===== src/rtl/run_controller.sv =====
// Run/dump sequencer: clears the register file, runs the core for a bounded
// number of cycles (or until halt), then streams every register out.
module run_controller #(
  parameter int unsigned DATA_WIDTH = 32,
  parameter int unsigned NUM_REGS   = 32,
  parameter int unsigned ADDR_WIDTH = 5,
  parameter int unsigned CNT_WIDTH  = 32,
  parameter int unsigned RUN_CYCLES = 1600,
  parameter bit          CLEAR_EN   = 1'b1
) (
  input  logic                  clock,
  input  logic                  reset,
  input  logic                  start,
  input  logic                  core_halt,
  output logic                  core_reset,
  output logic                  rf_wr_en,
  output logic [ADDR_WIDTH-1:0] rf_wr_addr,
  output logic [DATA_WIDTH-1:0] rf_wr_data,
  output logic [ADDR_WIDTH-1:0] rf_rd_addr,
  input  logic [DATA_WIDTH-1:0] rf_rd_data,
  output logic                  dump_valid,
  input  logic                  dump_ready,
  output logic [ADDR_WIDTH-1:0] dump_addr,
  output logic [DATA_WIDTH-1:0] dump_data,
  output logic                  busy,
  output logic                  done,
  output logic                  timeout,
  output logic [CNT_WIDTH-1:0]  cycle_count
);

  typedef enum logic [2:0] {
    S_IDLE,
    S_CLEAR,
    S_RUN,
    S_DUMP,
    S_DONE
  } state_t;

  localparam logic [ADDR_WIDTH-1:0] LAST_IDX = ADDR_WIDTH'(NUM_REGS - 1);
  localparam logic [CNT_WIDTH-1:0]  LAST_CNT = CNT_WIDTH'(RUN_CYCLES - 1);

  state_t                state_q, state_d;
  logic [ADDR_WIDTH-1:0] idx_q, idx_d;
  logic [CNT_WIDTH-1:0]  cnt_q, cnt_d;
  logic                  timeout_q, timeout_d;

  always_ff @(posedge clock or negedge reset) begin
    if (!reset) begin
      state_q   <= S_IDLE;
      idx_q     <= '0;
      cnt_q     <= '0;
      timeout_q <= 1'b0;
    end else begin
      state_q   <= state_d;
      idx_q     <= idx_d;
      cnt_q     <= cnt_d;
      timeout_q <= timeout_d;
    end
  end

  always_comb begin
    state_d    = state_q;
    idx_d      = idx_q;
    cnt_d      = cnt_q;
    timeout_d  = timeout_q;
    core_reset = 1'b1;
    rf_wr_en   = 1'b0;
    dump_valid = 1'b0;
    busy       = 1'b0;
    done       = 1'b0;

    case (state_q)
      S_IDLE, S_DONE: begin
        done = (state_q == S_DONE);
        if (start) begin
          if (CLEAR_EN) begin
            state_d = S_CLEAR;
            idx_d   = '0;
          end else begin
            state_d   = S_RUN;
            cnt_d     = '0;
            timeout_d = 1'b0;
          end
        end
      end

      S_CLEAR: begin
        busy     = 1'b1;
        rf_wr_en = 1'b1;
        idx_d    = idx_q + 1'b1;
        if (idx_q == LAST_IDX) begin
          state_d   = S_RUN;
          idx_d     = '0;
          cnt_d     = '0;
          timeout_d = 1'b0;
        end
      end

      S_RUN: begin
        busy       = 1'b1;
        core_reset = 1'b0;
        if (cnt_q != '1) cnt_d = cnt_q + 1'b1;
        // Halt wins over the limit when both land on the same cycle.
        if (core_halt || (cnt_q == LAST_CNT)) begin
          state_d   = S_DUMP;
          idx_d     = '0;
          timeout_d = !core_halt;
        end
      end

      S_DUMP: begin
        busy       = 1'b1;
        dump_valid = 1'b1;
        if (dump_ready) begin
          if (idx_q == LAST_IDX) state_d = S_DONE;
          else                   idx_d   = idx_q + 1'b1;
        end
      end

      default: state_d = S_IDLE;
    endcase
  end

  assign rf_wr_addr  = idx_q;
  assign rf_wr_data  = '0;
  assign rf_rd_addr  = idx_q;
  assign dump_addr   = idx_q;
  assign dump_data   = rf_rd_data;
  assign timeout     = timeout_q;
  assign cycle_count = cnt_q;

endmodule


===== config.mk =====
export PLATFORM = sky130hd
export DESIGN_NAME = run_controller
export DESIGN_NICKNAME = d
export VERILOG_FILES = /design/src/rtl/run_controller.sv
export SDC_FILE = /design/constraint.sdc
export NUM_CORES = 1
export LEC_CHECK = 0
export CORE_MARGIN = 4
export CORE_UTILIZATION = 44
export DETAILED_ROUTE_END_ITERATION = 8
export HOLD_SLACK_MARGIN = 0.08
export PLACE_DENSITY_LB_ADDON = 0.15
export SKIP_CTS_REPAIR_TIMING = 1
export SLEW_MARGIN = 20
export SYNTH_ARGS = -nofsm -noshare
export SYNTH_HDL_FRONTEND = slang
export SYNTH_SLANG_ARGS = --single-unit

===== constraint.sdc =====
create_clock -name clock -period 5.15 [get_ports clock]
set_clock_uncertainty 0.05 [all_clocks]
set_input_delay 1.03 -clock clock [delete_from_list [all_inputs] [get_ports clock]]
set_output_delay 1.03 -clock clock [all_outputs]
set_load 0.01 [all_outputs]

* Word-level counts from Yosys, hierarchy flattened
Index checks and enable logic that the tools add are counted.
** Storage, ports and cells
- Bits in registers :: 41
- Latch bits :: 0
- Memory bits (writable) :: 0
- Bits in read-only memories :: 0
- Bits of input ports :: 37
- Output and inout port bits :: 117
- Word-level logic and storage cells :: 54
- Memories :: 0
** Cells by class
- Add/sub/neg operators :: 2
- Multiply operators :: 0
- Divide/modulo/power cells :: 0
- Order comparisons :: 0
- Equal/unequal tests :: 14
- Shifts and indexed selects :: 0
- Mux-type cells :: 23
- Bitwise logic cells :: 0
- Reduce and logical (&&, ||, !) cells :: 11
** Operator list (number)
- 32-bit 2-to-1 mux :: 2
- 32-bit one-hot mux with 2 select lines :: 1
- 32-bit by 1-bit adder with 32-bit output (second input constant) :: 1
- 32-bit by 11-bit equality test with 1-bit output (second input constant) :: 1
- 32-bit != test (second input constant) :: 1
- 5-bit 2-to-1 mux :: 5
- 5-bit one-hot mux with 4 select lines :: 1
- 3-bit 2-to-1 mux :: 5
- 2-bit != test (second input constant) :: 7
- 3-bit one-hot mux with 4 select lines :: 1
- 5-bit AND reduction :: 2
- 1-bit 2-to-1 mux :: 7
- 3-bit by 2-bit equality test with 1-bit output (second input constant) :: 2
- 3-bit AND reduction :: 2
- 5-bit by 1-bit adder with 5-bit output (second input constant) :: 1
- 5-bit equality test (second input constant) :: 1
- 4-bit nonzero test :: 1
- 3-bit by 1-bit equality test with 1-bit output (second input constant) :: 1
- 3-bit equality test (second input constant) :: 1
- 3-bit logical NOT :: 1
- 3-bit OR reduction :: 1
- 1-bit one-hot mux with 2 select lines :: 1
- 2-bit nonzero test :: 1
- 2-bit OR reduction :: 1
- other kinds (2) :: 2

* Depth between registers and ports, before layout
- Word-level depth :: 4
- Depth in mapped cells :: 10
- Gate-level depth less buffers :: 8

* Worst setup path before layout
OpenSTA, ideal clock, no wires.
- Path type :: reg-to-reg
- From :: register idx_q[0], in the netlist dump_addr[0]
- To :: register cnt_q[24], in the netlist cycle_count[24]
- Arrival :: 2559 ps
- Slack :: 2463 ps
- Cell stages (with the launch flop) :: 10
- Buffers on the path :: 1
- Period minus slack after synthesis :: 2687 ps
- Path through :: dfrtp_1 ha_1 and3_1 ha_1 nand4bb_1 clkbuf_1 a2111oi_4 o211ai_1 or4_1 a21oi_1
** Between the ends
- Longest elaborated chain between the ends :: 3
** Ends and longest elaborated chain
- from (decl) :: line 43 : logic [ADDR_WIDTH-1:0] idx_q, idx_d;
- from (signal assigned) :: line 55 : idx_q <= idx_d;
- 5-bit equality test :: line 91 : if (idx_q == LAST_IDX) begin
- 2-bit != test (no line)
- 3-bit AND reduction (no line)
- to (signal assigned) :: line 56 : cnt_q <= cnt_d;
- to (decl) :: line 44 : logic [CNT_WIDTH-1:0] cnt_q, cnt_d;
No other way between the ends.
A chain may end at the register's enable or synchronous reset.

* Worst setup path after layout
- From :: register state_q[1]
- To :: output port core_reset
** Between the ends
- Longest elaborated chain between the ends :: 2
** Ends and longest elaborated chain
- from (decl) :: line 42 : state_t state_q, state_d;
- from (signal assigned) :: line 54 : state_q <= state_d;
- 3-bit by 2-bit equality test with 1-bit output :: line 72 : case (state_q)
- 1-bit 2-to-1 mux :: line 72
- to (decl) :: line 15 : output logic core_reset,
No other way between the ends.

==> results.sh <==
export IMPL_synth_edf_count=0
export IMPL_ff2ff_path_depth=6
export IMPL_synth_area_um2=3020
export IMPL_clock_fmax_mhz=281
export IMPL_synth_seq_cells=41
export IMPL_drv_cap=0
export IMPL_min_delay_path_class="register to register"
export IMPL_first_iter_violations=124
export IMPL_portBuffers=57
export IMPL_grt_pass1_wl_um=12100
export IMPL_arrival_ns=2.48
export IMPL_slew_headroom_pct=37.3
export IMPL_setup_violations=0
export IMPL_htree_levels=2
export IMPL_clkTransAtPathRegs_ns=0.09
export IMPL_yosys_area_top_type="dfrtp_1"
export IMPL_drc=0
export IMPL_yosysMostFrequentCell="buf_4"
export IMPL_ys_flop_type="dfrtp_1"
export IMPL_syn2layout_area_growth_pct=11.3
export IMPL_worstHoldPathCells=1
export IMPL_start_util_pct=46.5
export IMPL_viasPerCell=5.61
export IMPL_core_area_um2=6490
export IMPL_synth_async_reset_ratio_pct=100
export IMPL_synth_distinct_cells=55
export IMPL_cts_sinks=41
export IMPL_p_total_uw=1150
export IMPL_crit_required_ns=4.07
export IMPL_wl_per_cell_um=16.4
export IMPL_cts_buffers=5
export IMPL_antenna_found_initial=0
export IMPL_clockRootBuffer="clkbuf_8"
export IMPL_hold_viol_final=0
export IMPL_clk_latency_ns=0.30
export IMPL_diodes=0
export IMPL_netlist_top_cells_area="dfrtp_1 (34%), buf_4 (18%), a21oi_1 (3.5%)"
export IMPL_vias=2440
export IMPL_nets=397
export IMPL_start_kind="register"
export IMPL_drive_gt1_share_pct=6.15
export IMPL_netlist_top_cells_count="buf_4 (74), dfrtp_1 (41), a21oi_1 (21), nor2_1 (21), nand2_1 (17)"
export IMPL_min_period_over_period_pct=69.2
export IMPL_cts_tree="built"
export IMPL_final_fill_count=646
export IMPL_grt_overflow_total=0
export IMPL_stdcell_count=435
export IMPL_die_h_um=90.8
export IMPL_pin_count=154
export IMPL_yosysWarnings=0
export IMPL_antenna_left=0
export IMPL_grt_max_degree=42
export IMPL_firstDrtPassIters=4
export IMPL_p_leak_uw=0.00136
export IMPL_status="completed"
export IMPL_max_vdd_ir_drop_uv=116
export IMPL_synth_top_area_share_pct=34.0
export IMPL_gp_congestion=0.831
export IMPL_grt_setup_unrepaired="no"
export IMPL_drt_total_wl_um=7150
export IMPL_setup_tns_ns=0
export IMPL_yosysSeqAreaShare_pct=34.0
export IMPL_netlist_instances=346
export IMPL_cp_max_fo=15
export IMPL_fin_crit_ns=3.56
export IMPL_place_hpwl_um=5140
export IMPL_die_area_um2=8250
export IMPL_dpl_cell_count=427
export IMPL_drv_slew=0
export IMPL_rows=29
export IMPL_pwr_density_cell_nw_per_um2=344
export IMPL_hold_worst_slack_ns=0.519
export IMPL_synth_avg_cell_area_um2=8.73
export IMPL_dp_slack_ns=1.92
export IMPL_grt_usage_pct=17.5
export IMPL_grt_pass1_vias=2426
export IMPL_worstSetupPathType="register to primary output"
export IMPL_die_width_um=90.8
export IMPL_clockBufferDepth=2
export IMPL_setup_slack_ns=1.59
export IMPL_endpoint_kind="primary output"
export IMPL_worst_slew_pin_slew_ns=0.940
path summary, 6_finish.rpt:
path                           startpoint               to  slack (ns)
setup / recovery               state_q[1]       core_reset        1.59
hold / removal             cycle_count[0]   cycle_count[0]        0.52
setup reg to reg               state_q[1]  cycle_count[27]        1.95
hold reg to reg            cycle_count[0]   cycle_count[0]        0.52
max in group asynchronous           reset       state_q[2]        3.65
min in group asynchronous           reset     dump_addr[0]        0.82
cells in the final DEF, fill, tap and decap left out, types with 3 or more instances in the layout:
| cell | count |
|---|---|
| xor2_1 | 4 |
| o31ai_1 | 8 |
| clkbuf_8 | 5 |
| mux2_2 | 3 |
| or4_1 | 8 |
| clkdlybuf4s50_1 | 56 |
| or3_1 | 11 |
| a21oi_1 | 21 |
| nor4_1 | 8 |
| nand3_1 | 14 |
| nor3_1 | 10 |
| and4_1 | 3 |
| o21ai_0 | 16 |
| conb_1 | 32 |
| and3_1 | 4 |
| a31oi_1 | 5 |
| nand4_1 | 9 |
| inv_1 | 6 |
| nand2_1 | 17 |
| mux2i_1 | 6 |
| ha_1 | 3 |
| nor2_1 | 21 |
| dfrtp_1 | 41 |
cells by family (layout without fill, tap and decap cells):
| family | count (synthesis) | in the layout | share of synthesized area (%) |
|---|---|---|---|
| AND/OR/NAND/NOR | 121 | 121 | 22.8 |
| buffers and inverters | 93 | 74 | 20.9 |
| AO/OA/AOI/OAI | 72 | 72 | 16.0 |
| flip-flops | 41 | 41 | 34.0 |
| multiplexers | 9 | 9 | 3.11 |
| XOR/XNOR | 6 | 6 | 1.74 |
| adder cells (fa/ha/maj) | 3 | 3 | 1.24 |
| other | 1 | 32 | 0.124 |
state kept, by name, summed over array words and instances, names as in the netlist:
| signal | count |
|---|---|
| state_q | 3 |
| dump_addr | 5 |
| timeout | 1 |
| cycle_count | 32 |
power by group:
group / switching (uW) / total (uW) / internal [uW]
Clock: 126 / 321 / 195
Sequential: 70.1 / 428 / 358
Combinational: 191 / 406 / 215
Total: 387 / 1150 / 768
worst max-delay path, stage by stage, from the launching register on:
cell and delay (ns):
dfrtp_1 0.62, nor3b_2 0.70, inv_2 0.30, clkdlybuf4s50_1 0.56
stage by stage:
| step | instance area (um2) | util [%] |
|---|---|---|
| after floorplan | 3140 | - |
| after global placement | 3220 | 49.6 |
| after detailed placement | 3220 | 49.6 |
| after CTS | 3360 | 51.7 |
| after global routing | 3360 | 51.7 |
| final | 3360 | 51.7 |
per-layer routing:
metal  routed length (um)  global-route usage (%)  vias up  part of all wire (%)
li1                     -                       -     1200                     -
met1                 3280                    22.8     1158                    46
met2                 3430                    29.3       78                    48
met3                  409                    4.33        4                   5.7
met4                   27                    4.15        0                  0.38
met5                    0                       0        -                     0
area by class of cell:
cell class                      count  area [um2]  share of cell area (%)
Multi-Input combinational cell    243        1490                    44.4
Timing Repair Buffer               59         581                    17.3
Clock buffer                        5        68.8                    2.05
Tap cell                           77        96.3                    2.87
Sequential cell                    41        1030                    30.5
Inverter                            7        26.3                   0.782
Clock inverter                      3        68.8                    2.05
(Power assumes the default switching activity.)
